<file path="config.mk">
export PLATFORM = sky130hd
export DESIGN_NAME = driver_param_stage
export DESIGN_NICKNAME = d
export VERILOG_FILES = /design/src/rtl/driver_param_stage_pkg.sv /design/src/rtl/driver_param_stage_param_clamp.sv /design/src/rtl/driver_param_stage.sv
export SDC_FILE = /design/constraint.sdc
export NUM_CORES = 1
export LEC_CHECK = 0
export ABC_AREA = 1
export BUFFER_PORTS_ARGS = -buffer_cell sky130_fd_sc_hd__buf_2
export CAP_MARGIN = 20
export CORE_MARGIN = 1
export CORE_UTILIZATION = 40
export DETAILED_ROUTE_END_ITERATION = 6
export PLACE_DENSITY = 0.67
export SYNTH_ARGS = -nofsm -noshare
export SYNTH_HDL_FRONTEND = slang
export SYNTH_SLANG_ARGS = --single-unit
</file>
<file path="constraint.sdc">
create_clock -name clk -period 6.5 [get_ports clk]
set_clock_uncertainty 0.1 [all_clocks]
set_input_delay 1.3 -clock clk [delete_from_list [all_inputs] [get_ports clk]]
set_output_delay 1.3 -clock clk [all_outputs]
set_load 0.1 [all_outputs]
</file>
<file path="src/rtl/driver_param_stage_pkg.sv">
// Shared definitions for the driver parameter staging block: register map,
// control/command bit positions, FSM encoding and default current code.
package driver_param_stage_pkg;

  localparam logic [2:0] ADDR_PW_LO  = 3'd0;
  localparam logic [2:0] ADDR_PW_HI  = 3'd1;
  localparam logic [2:0] ADDR_PER_LO = 3'd2;
  localparam logic [2:0] ADDR_PER_HI = 3'd3;
  localparam logic [2:0] ADDR_CUR    = 3'd4;
  localparam logic [2:0] ADDR_LIM    = 3'd5;
  localparam logic [2:0] ADDR_CTRL   = 3'd6;
  localparam logic [2:0] ADDR_CMD    = 3'd7;

  localparam int CTRL_TEST_MODE_BIT = 0;
  localparam int CTRL_PWM_CW_BIT    = 1;
  localparam int CMD_COMMIT_BIT     = 0;
  localparam int CMD_CLR_ERR_BIT    = 1;

  localparam logic [15:0] DEFAULT_CURRENT = 16'h3600;

  typedef enum logic [2:0] {
    ST_IDLE      = 3'd0,
    ST_VALIDATE  = 3'd1,
    ST_WAIT_IDLE = 3'd2,
    ST_APPLY     = 3'd3,
    ST_UPDATE    = 3'd4,
    ST_HOLD      = 3'd5
  } state_e;

  function automatic logic [15:0] min16(input logic [15:0] a, input logic [15:0] b);
    return (a < b) ? a : b;
  endfunction

endpackage

</file>
<file path="src/rtl/driver_param_stage_param_clamp.sv">
// Combinational clamp: limit is capped at the absolute maximum, current at the
// capped limit; flags whenever either value was reduced.
module param_clamp
  import driver_param_stage_pkg::*;
#(
  parameter logic [15:0] ABS_MAX = 16'h5FFF
) (
  input  logic [15:0] cur_i,
  input  logic [15:0] lim_i,
  output logic [15:0] cur_o,
  output logic [15:0] lim_o,
  output logic        clamped_o
);

  assign lim_o     = min16(lim_i, ABS_MAX);
  assign cur_o     = min16(cur_i, lim_o);
  assign clamped_o = (lim_o != lim_i) || (cur_o != cur_i);

endmodule

</file>
<file path="src/rtl/driver_param_stage.sv">
// Host parameter staging for driver_control: shadow registers, validated commit,
// atomic apply between pulse periods and a one-cycle DAC update strobe.
module driver_param_stage
  import driver_param_stage_pkg::*;
#(
  parameter logic [15:0] ABS_MAX_CURRENT = 16'h5FFF,
  parameter logic [23:0] MIN_PW          = 24'd2,
  parameter logic [23:0] PW_DEFAULT      = 24'd250,
  parameter logic [23:0] PER_DEFAULT     = 24'd2500,
  parameter logic [7:0]  DAC_GAP         = 8'd64,
  parameter logic [23:0] TIMEOUT         = 24'hFFFFFF
) (
  input  logic        clk,
  input  logic        rstn,
  input  logic        wr_en,
  input  logic [2:0]  wr_addr,
  input  logic [15:0] wr_data,
  input  logic        commit,
  input  logic        period_active,
  output logic [23:0] pulse_width,
  output logic [23:0] period,
  output logic [15:0] drive_current,
  output logic [15:0] drive_current_limit,
  output logic        drive_current_update,
  output logic        test_mode,
  output logic        pwm_cw_mode_select,
  output logic        busy,
  output logic        err_invalid,
  output logic        err_timeout,
  output logic        clamped
);

  state_e      state_q, state_d;
  logic [23:0] cnt_q, cnt_d;
  logic        pending_q, pending_d;

  logic [23:0] pw_sh_q, pw_sh_d, per_sh_q, per_sh_d;
  logic [15:0] cur_sh_q, cur_sh_d, lim_sh_q, lim_sh_d;
  logic [1:0]  ctrl_sh_q, ctrl_sh_d;

  logic [23:0] pw_snap_q, pw_snap_d, per_snap_q, per_snap_d;
  logic [15:0] cur_snap_q, cur_snap_d, lim_snap_q, lim_snap_d;
  logic [1:0]  ctrl_snap_q, ctrl_snap_d;

  logic [23:0] pw_act_q, pw_act_d, per_act_q, per_act_d;
  logic [15:0] cur_act_q, cur_act_d, lim_act_q, lim_act_d;
  logic [1:0]  ctrl_act_q, ctrl_act_d;

  logic        err_inv_q, err_inv_d, err_to_q, err_to_d, clamped_q, clamped_d;

  logic        cmd_wr, commit_req, clr_err;
  logic [15:0] cur_clamped, lim_clamped;
  logic        clamp_hit;

  assign cmd_wr     = wr_en && (wr_addr == ADDR_CMD);
  assign commit_req = commit || (cmd_wr && wr_data[CMD_COMMIT_BIT]);
  assign clr_err    = cmd_wr && wr_data[CMD_CLR_ERR_BIT];

  param_clamp #(.ABS_MAX(ABS_MAX_CURRENT)) u_clamp (
    .cur_i     (cur_snap_q),
    .lim_i     (lim_snap_q),
    .cur_o     (cur_clamped),
    .lim_o     (lim_clamped),
    .clamped_o (clamp_hit)
  );

  always_comb begin
    pw_sh_d   = pw_sh_q;
    per_sh_d  = per_sh_q;
    cur_sh_d  = cur_sh_q;
    lim_sh_d  = lim_sh_q;
    ctrl_sh_d = ctrl_sh_q;
    if (wr_en) begin
      case (wr_addr)
        ADDR_PW_LO:  pw_sh_d[15:0]   = wr_data;
        ADDR_PW_HI:  pw_sh_d[23:16]  = wr_data[7:0];
        ADDR_PER_LO: per_sh_d[15:0]  = wr_data;
        ADDR_PER_HI: per_sh_d[23:16] = wr_data[7:0];
        ADDR_CUR:    cur_sh_d        = wr_data;
        ADDR_LIM:    lim_sh_d        = wr_data;
        ADDR_CTRL:   ctrl_sh_d       = wr_data[1:0];
        default:     ;
      endcase
    end
  end

  always_comb begin
    state_d     = state_q;
    cnt_d       = cnt_q;
    pending_d   = pending_q;
    pw_snap_d   = pw_snap_q;
    per_snap_d  = per_snap_q;
    cur_snap_d  = cur_snap_q;
    lim_snap_d  = lim_snap_q;
    ctrl_snap_d = ctrl_snap_q;
    pw_act_d    = pw_act_q;
    per_act_d   = per_act_q;
    cur_act_d   = cur_act_q;
    lim_act_d   = lim_act_q;
    ctrl_act_d  = ctrl_act_q;
    // Clear first so that a same-cycle set event below takes priority.
    err_inv_d   = clr_err ? 1'b0 : err_inv_q;
    err_to_d    = clr_err ? 1'b0 : err_to_q;
    clamped_d   = clr_err ? 1'b0 : clamped_q;

    if (commit_req && (state_q != ST_IDLE)) pending_d = 1'b1;

    case (state_q)
      ST_IDLE: begin
        if (commit_req || pending_q) begin
          // Snapshot the next-state shadows so a same-cycle write is included.
          pw_snap_d   = pw_sh_d;
          per_snap_d  = per_sh_d;
          cur_snap_d  = cur_sh_d;
          lim_snap_d  = lim_sh_d;
          ctrl_snap_d = ctrl_sh_d;
          pending_d   = 1'b0;
          state_d     = ST_VALIDATE;
        end
      end
      ST_VALIDATE: begin
        if ((pw_snap_q < MIN_PW) ||
            ({1'b0, per_snap_q} < ({1'b0, pw_snap_q} + 25'd2))) begin
          err_inv_d = 1'b1;
          state_d   = ST_IDLE;
        end else begin
          err_inv_d = 1'b0;
          cnt_d     = '0;
          state_d   = ST_WAIT_IDLE;
        end
      end
      ST_WAIT_IDLE: begin
        if (!period_active) begin
          state_d = ST_APPLY;
        end else if (cnt_q == (TIMEOUT - 24'd1)) begin
          err_to_d = 1'b1;
          state_d  = ST_IDLE;
        end else begin
          cnt_d = cnt_q + 24'd1;
        end
      end
      ST_APPLY: begin
        pw_act_d   = pw_snap_q;
        per_act_d  = per_snap_q;
        cur_act_d  = cur_clamped;
        lim_act_d  = lim_clamped;
        ctrl_act_d = ctrl_snap_q;
        if (clamp_hit) clamped_d = 1'b1;
        state_d    = ST_UPDATE;
      end
      ST_UPDATE: begin
        cnt_d   = '0;
        state_d = ST_HOLD;
      end
      ST_HOLD: begin
        if (cnt_q == {16'd0, DAC_GAP - 8'd1}) state_d = ST_IDLE;
        else                                  cnt_d   = cnt_q + 24'd1;
      end
      default: state_d = ST_IDLE;
    endcase
  end

  always_ff @(posedge clk or negedge rstn) begin
    if (!rstn) begin
      state_q     <= ST_IDLE;
      cnt_q       <= '0;
      pending_q   <= 1'b0;
      pw_sh_q     <= PW_DEFAULT;
      per_sh_q    <= PER_DEFAULT;
      cur_sh_q    <= DEFAULT_CURRENT;
      lim_sh_q    <= ABS_MAX_CURRENT;
      ctrl_sh_q   <= 2'b00;
      pw_snap_q   <= PW_DEFAULT;
      per_snap_q  <= PER_DEFAULT;
      cur_snap_q  <= DEFAULT_CURRENT;
      lim_snap_q  <= ABS_MAX_CURRENT;
      ctrl_snap_q <= 2'b00;
      pw_act_q    <= PW_DEFAULT;
      per_act_q   <= PER_DEFAULT;
      cur_act_q   <= DEFAULT_CURRENT;
      lim_act_q   <= ABS_MAX_CURRENT;
      ctrl_act_q  <= 2'b00;
      err_inv_q   <= 1'b0;
      err_to_q    <= 1'b0;
      clamped_q   <= 1'b0;
    end else begin
      state_q     <= state_d;
      cnt_q       <= cnt_d;
      pending_q   <= pending_d;
      pw_sh_q     <= pw_sh_d;
      per_sh_q    <= per_sh_d;
      cur_sh_q    <= cur_sh_d;
      lim_sh_q    <= lim_sh_d;
      ctrl_sh_q   <= ctrl_sh_d;
      pw_snap_q   <= pw_snap_d;
      per_snap_q  <= per_snap_d;
      cur_snap_q  <= cur_snap_d;
      lim_snap_q  <= lim_snap_d;
      ctrl_snap_q <= ctrl_snap_d;
      pw_act_q    <= pw_act_d;
      per_act_q   <= per_act_d;
      cur_act_q   <= cur_act_d;
      lim_act_q   <= lim_act_d;
      ctrl_act_q  <= ctrl_act_d;
      err_inv_q   <= err_inv_d;
      err_to_q    <= err_to_d;
      clamped_q   <= clamped_d;
    end
  end

  assign pulse_width          = pw_act_q;
  assign period               = per_act_q;
  assign drive_current        = cur_act_q;
  assign drive_current_limit  = lim_act_q;
  assign test_mode            = ctrl_act_q[CTRL_TEST_MODE_BIT];
  assign pwm_cw_mode_select   = ctrl_act_q[CTRL_PWM_CW_BIT];
  assign drive_current_update = (state_q == ST_UPDATE);
  assign busy                 = (state_q != ST_IDLE);
  assign err_invalid          = err_inv_q;
  assign err_timeout          = err_to_q;
  assign clamped              = clamped_q;

endmodule

</file>
## Yosys cells after proc, flatten, opt, wreduce, memory -nomap -nowiden

Cells that the tools add are included.
W data, S select, Z words.

| operators by class | value |
|---|---|
| add/sub/neg operators | 2 |
| $lt $le $gt $ge | 4 |
| equality and inequality tests | 23 |
| mux-type cells | 38 |
| reductions and logical operators | 16 |

Operators by type and width:

| kind | count |
|---|---|
| $mux W24 | 6 |
| $mux W16 | 8 |
| $pmux W24 S4 | 1 |
| $ne A16 B16 Y1 | 2 |
| $add A24 B2 Y25 const B | 1 |
| $lt A24 B25 Y1 | 1 |
| $add A24 B1 Y24 const B | 1 |
| $eq A24 B24 Y1 const B | 1 |
| $eq A24 B6 Y1 const B | 1 |
| $lt A24 B2 Y1 const B | 1 |
| $eq A3 B3 Y1 const B | 6 |
| $pmux W3 S6 | 1 |
| $lt A16 B15 Y1 const B | 1 |
| $lt A16 B16 Y1 | 1 |
| $mux W8 | 2 |
| $mux W1 | 13 |
| $eq A3 B2 Y1 const B | 4 |
| $mux W3 | 4 |
| $ne A2 B2 Y1 const B | 6 |
| $eq A3 B1 Y1 const B | 2 |
| $logic_not A3 Y1 | 2 |
| $mux W2 | 3 |
| $reduce_and A5 Y1 | 1 |
| $logic_and A1 B1 Y1 | 4 |
| other kinds (7) | 10 |

| word-level totals | value |
|---|---|
| register bits after elaboration | 277 |
| word-level logic and storage cells | 104 |

## Longest topological paths before layout

| depth | value |
|---|---|
| depth after elaboration | 8 |
| mapped depth | 28 |
| gate-level depth less buffers | 28 |

## Cells and area by module

A second synthesis with hierarchy kept.

| unflattened totals | value |
|---|---|
| cell total of the unflattened synthesis | 1,520 |
| area, all modules | 13,261.5 um^2 |

By module, submodules not included:

| module | instances | cells each | area each (um^2) |
|---|---|---|---|
| driver_param_stage | 1 | 1,309 | 12,226.7 |
| param_clamp | 1 | 211 | 1,034.7 |

## Least setup slack after synthesis

Ideal clock, no wire load.

| path | value |
|---|---|
| path type | register -> register |
| start | register pw_snap_q[1] |
| end | register cnt_q[16] |
| setup time | 0.126 ns |
| arrival | 3.511 ns |
| required time | 6.274 ns |
| setup slack | 2.763 ns |
| stages on the path, launching flop included | 26 |
| buffers on the path | 1 |
| clock period less this slack | 3.737 ns |
| cells stage by stage | dfstp_2 -> ha_1 -> nand3_1 -> nor2_1 -> nand2_1 -> nor3_4 -> nand4_2 -> nor4_4 -> nand4_2 -> nor2_1 -> nand2_1 -> nor3_2 -> xor2_1 -> ha_1 -> nand4_1 -> nor3_1 -> nand3_1 -> nand3_1 -> nand2_1 -> nand2_2 -> nand2_4 -> nor2_4 -> inv_2 -> buf_6 -> o21ai_1 -> a21oi_1 |

| on the way | value |
|---|---|
| longest elaborated chain between the ends | 5 |
| elaborated cells between the ends (all ways) | 6 |
| classes of those cells | add/sub (1); order compare (2); eq/ne (1); reduce/logical (2) |

Ends and longest elaborated chain:

| element | RTL line | RTL |
|---|---|---|
| start, declared | driver_param_stage.sv:41 | `logic [23:0] pw_snap_q, pw_snap_d, per_snap_q, per_snap_d;` |
| start signal, assigned | driver_param_stage.sv:195 | `pw_snap_q <= pw_snap_d;` |
| $add A24 B2 Y25 | driver_param_stage.sv:123 | `({1'b0, per_snap_q} < ({1'b0, pw_snap_q} + 25'd2))) begin` |
| $lt A24 B25 Y1 | driver_param_stage.sv:123 |  |
| $logic_or A1 B1 Y1 (*) | driver_param_stage.sv:122 | `if ((pw_snap_q < MIN_PW) \|\|` |
| $ne A2 B2 Y1 (no line) (*) | -- |  |
| $reduce_and A5 Y1 (no line) (*) | -- |  |
| end signal, assigned | driver_param_stage.sv:188 | `cnt_q <= cnt_d;` |
| end, declared | driver_param_stage.sv:34 | `logic [23:0] cnt_q, cnt_d;` |

Every way passes the cells marked *; elsewhere a longest branch is shown, timed or not.
A chain may end at the register's enable or synchronous reset.

## Worst setup path after layout

| path | value |
|---|---|
| start | register pw_snap_q[1] |
| end | register cnt_q[15] |

Same word-level chain as after synthesis.

==> metrics.txt <==
global-route usage over all layers=0.198; Hold-fix buffers, CTS=0; mean post-synth cell area=8.80 µm²; Final period util=0.699; Reg2Reg Launch Point=pw_snap_q[1]; final hold violations=0; WP data arrival=4.93 ns; first-pass GRT wire length=52,500 µm; Syn-to-layout area delta=15.4%; Worst EP required=6.89 ns; total CTS buffers=31; multi-input logic area=0.00495 mm²; number of buffers added on ports=110; Max Freq=220 MHz; worst hold slack=0.371 ns; Clock Path Buffers=3; Worst setup SP type=register; worst hold endpoint=drive_current_limit[2]; Setup Fix Bufs, Post-CTS=0; worst-margin pin slew=1.01 ns; setup_tns=0 ns; # resized after CTS=0; sequential area share after synthesis=0.548; max-slew violation count=0; max_cap viols=0; top-count cell post-synth=nand2_1; 1st-iter DRT viols=626; fin cells=1,978; starting density of the core=0.407; worst setup path start=pw_snap_q[1]; CTS HTree Levels=1; Setup WS pre-CTS=1.97 ns; Avg WL per Cell=16.0 µm; die area=0.0328 mm²; Max-slew headroom=0.324; post-synth top area cell=dfrtp_1; Synth Register Bits=277; syn_nets=1,523; clock sink total=277; Placer Congestion=0.880; largest net degree at the start of global routing=161; Final ANT Viol Nets=0; status=finished clean; Via density=5.07; Ports=111; n_diodes=0; Setup violations, final=0; share of layout cells above drive strength 1=0.195; min cycle time layout=4.55 ns; Reg area=0.00704 mm²; initial antenna violation count=0; Clock Latency Late Sink=0.57 ns; RSZ-0062 raised after global routing=no; Power Density=308 mW/mm²; worst vdd ir=0.000206 V; Cells after Synth=1,460; number of global-route vias before repair=9,954; hold path depth=2; drt drc=0; crit path max fanout=16; min-delay worst type=register to register; Mapped Area=0.0128 mm²; Clock transition at path regs=0.07 ns; top_reg_cell synth=dfrtp_1; Critical Path Sink Type=register; synth top area cells=dfrtp_1 (37%), dfstp_2 (18%), nand2_1 (11%), o21ai_0 (9.1%), inv_1 (4.4%); worst reg2reg setup slack=1.95 ns; top cell type's share of synthesized area=0.370; final setup margin=1.95 ns; core region area=0.0316 mm²; leakage power=0.00704 µW; min-delay src=drive_current_limit[2]; warnings from Yosys=0; Filler cells=3,134; Initial DRT Pass Iterations=5; std cell rows=65; chip width=181 µm; Die Span Y=181 µm; Reg2Reg Depth=24; CTS tree=yes; asr flop ratio synth=1.00; # nets final=1,614; CTS Root Cell=clkbuf_16; worst r2r dst=cnt_q[15]; Post-synth EDFFs=0; routed vias=10,019; Distinct cells, synth=42; total wire length=31,700 µm; commonest cells in the synthesized netlist=nand2_1 (381), o21ai_0 (234), dfrtp_1 (190), inv_1 (151), nor2_1 (90); dpl hpwl=22,000 µm; Placed Cells=1,919; grt ovf=0; CP Class=register to register
[placed cells by master, fill, tap and decap left out, drive strengths merged, types with 4 or more instances in the layout]
cell / count
a211oi: 4
a21oi: 25
a31oi: 13
buf: 115
clkbuf: 41
clkinv: 6
clkinvlp: 6
dfrtp: 190
dfstp: 87
ha: 39
inv: 162
mux2: 11
nand2: 386
nand3: 51
nand4: 19
nor2: 94
nor3: 32
nor4: 13
o21ai: 242
o31ai: 5
xor2: 17
[area by class of cell]
cell class	instances	share of cell area
multi-input cells	966	0.334
inverters	160	0.0407
repair buffers	115	0.0434
clock inverters	17	0.0128
clock buffers	41	0.0596
flip-flops and latches	277	0.475
well taps	402	0.0340
[stage by stage]
stage / util / power, µW / cell area, µm²
floorplan: - / 2600 / 12800
global placement: 0.435 / 2770 / 13700
detailed placement: 0.435 / 2790 / 13700
CTS: 0.469 / 4620 / 14800
global route: 0.469 / 4760 / 14800
finish: 0.469 / 4570 / 14800
[routing by layer]
layer | GRT usage | part of all wire | up-vias
li1 | - | - | 4959
met1 | 0.278 | 0.47 | 4836
met3 | 0.0256 | 0.037 | 40
met5 | 0 | 0 | -
met4 | 0.0481 | 0.018 | 0
met2 | 0.324 | 0.47 | 184
[cell families after synthesis]
kind of cell,share of synthesized area
other,0.000292
DFF,0.548
muxes,0.00965
AOI/OAI and AO/OA,0.122
adders and majority gates,0.0380
and+or+nand+nor,0.201
xor gates and xnor gates,0.0136
buffers and inverters,0.0672
[power by group]
group          internal [µW]  switching, µW
combinational            153            598
clock                   1080            732
sequential              1930           73.4
[worst max path at each step]
stage	cells after the start	to	slack [ns]
final	24	cnt_q[15]	1.95
after detailed placement	24	cnt_q[15]	1.97
after floorplan	25	cnt_q[16]	2.76
after CTS	24	cnt_q[15]	1.95
after global placement	25	cnt_q[17]	2.14
after global routing	25	cnt_q[17]	1.57
[worst max-delay path: stages, from the launching register on]
cell     delay, ns
dfstp_2       0.59
ha_1          0.21
nand3_1       0.12
nor2_1        0.11
nand2_1       0.12
nor3_4        0.19
nand4_2       0.18
nor4_4        0.26
nand4_2       0.16
nor2_1        0.12
nand2_1       0.12
nor3_2        0.16
xor2_1        0.09
ha_1          0.29
nand4_1       0.13
nor3_1        0.21
nand3_1       0.10
nand3_1       0.09
nand2_1       0.12
nand2_2       0.12
nand2_4       0.13
inv_2         0.24
nand2_1       0.17
o21ai_0       0.16
nor3b_2       0.16
[flip-flops by register name, indices dropped and copies added (netlist names), 2 cells and up]
signal               cells
per_snap_q              24
state_q                  3
cur_snap_q              16
ctrl_snap_q              2
ctrl_act_q               2
lim_sh_q                16
cnt_q                   24
ctrl_sh_q                2
pulse_width             24
drive_current           16
pw_sh_q                 24
drive_current_limit     16
cur_sh_q                16
lim_snap_q              16
period                  24
pw_snap_q               24
per_sh_q                24
Note: power is estimated with default switching activity, not from simulation.
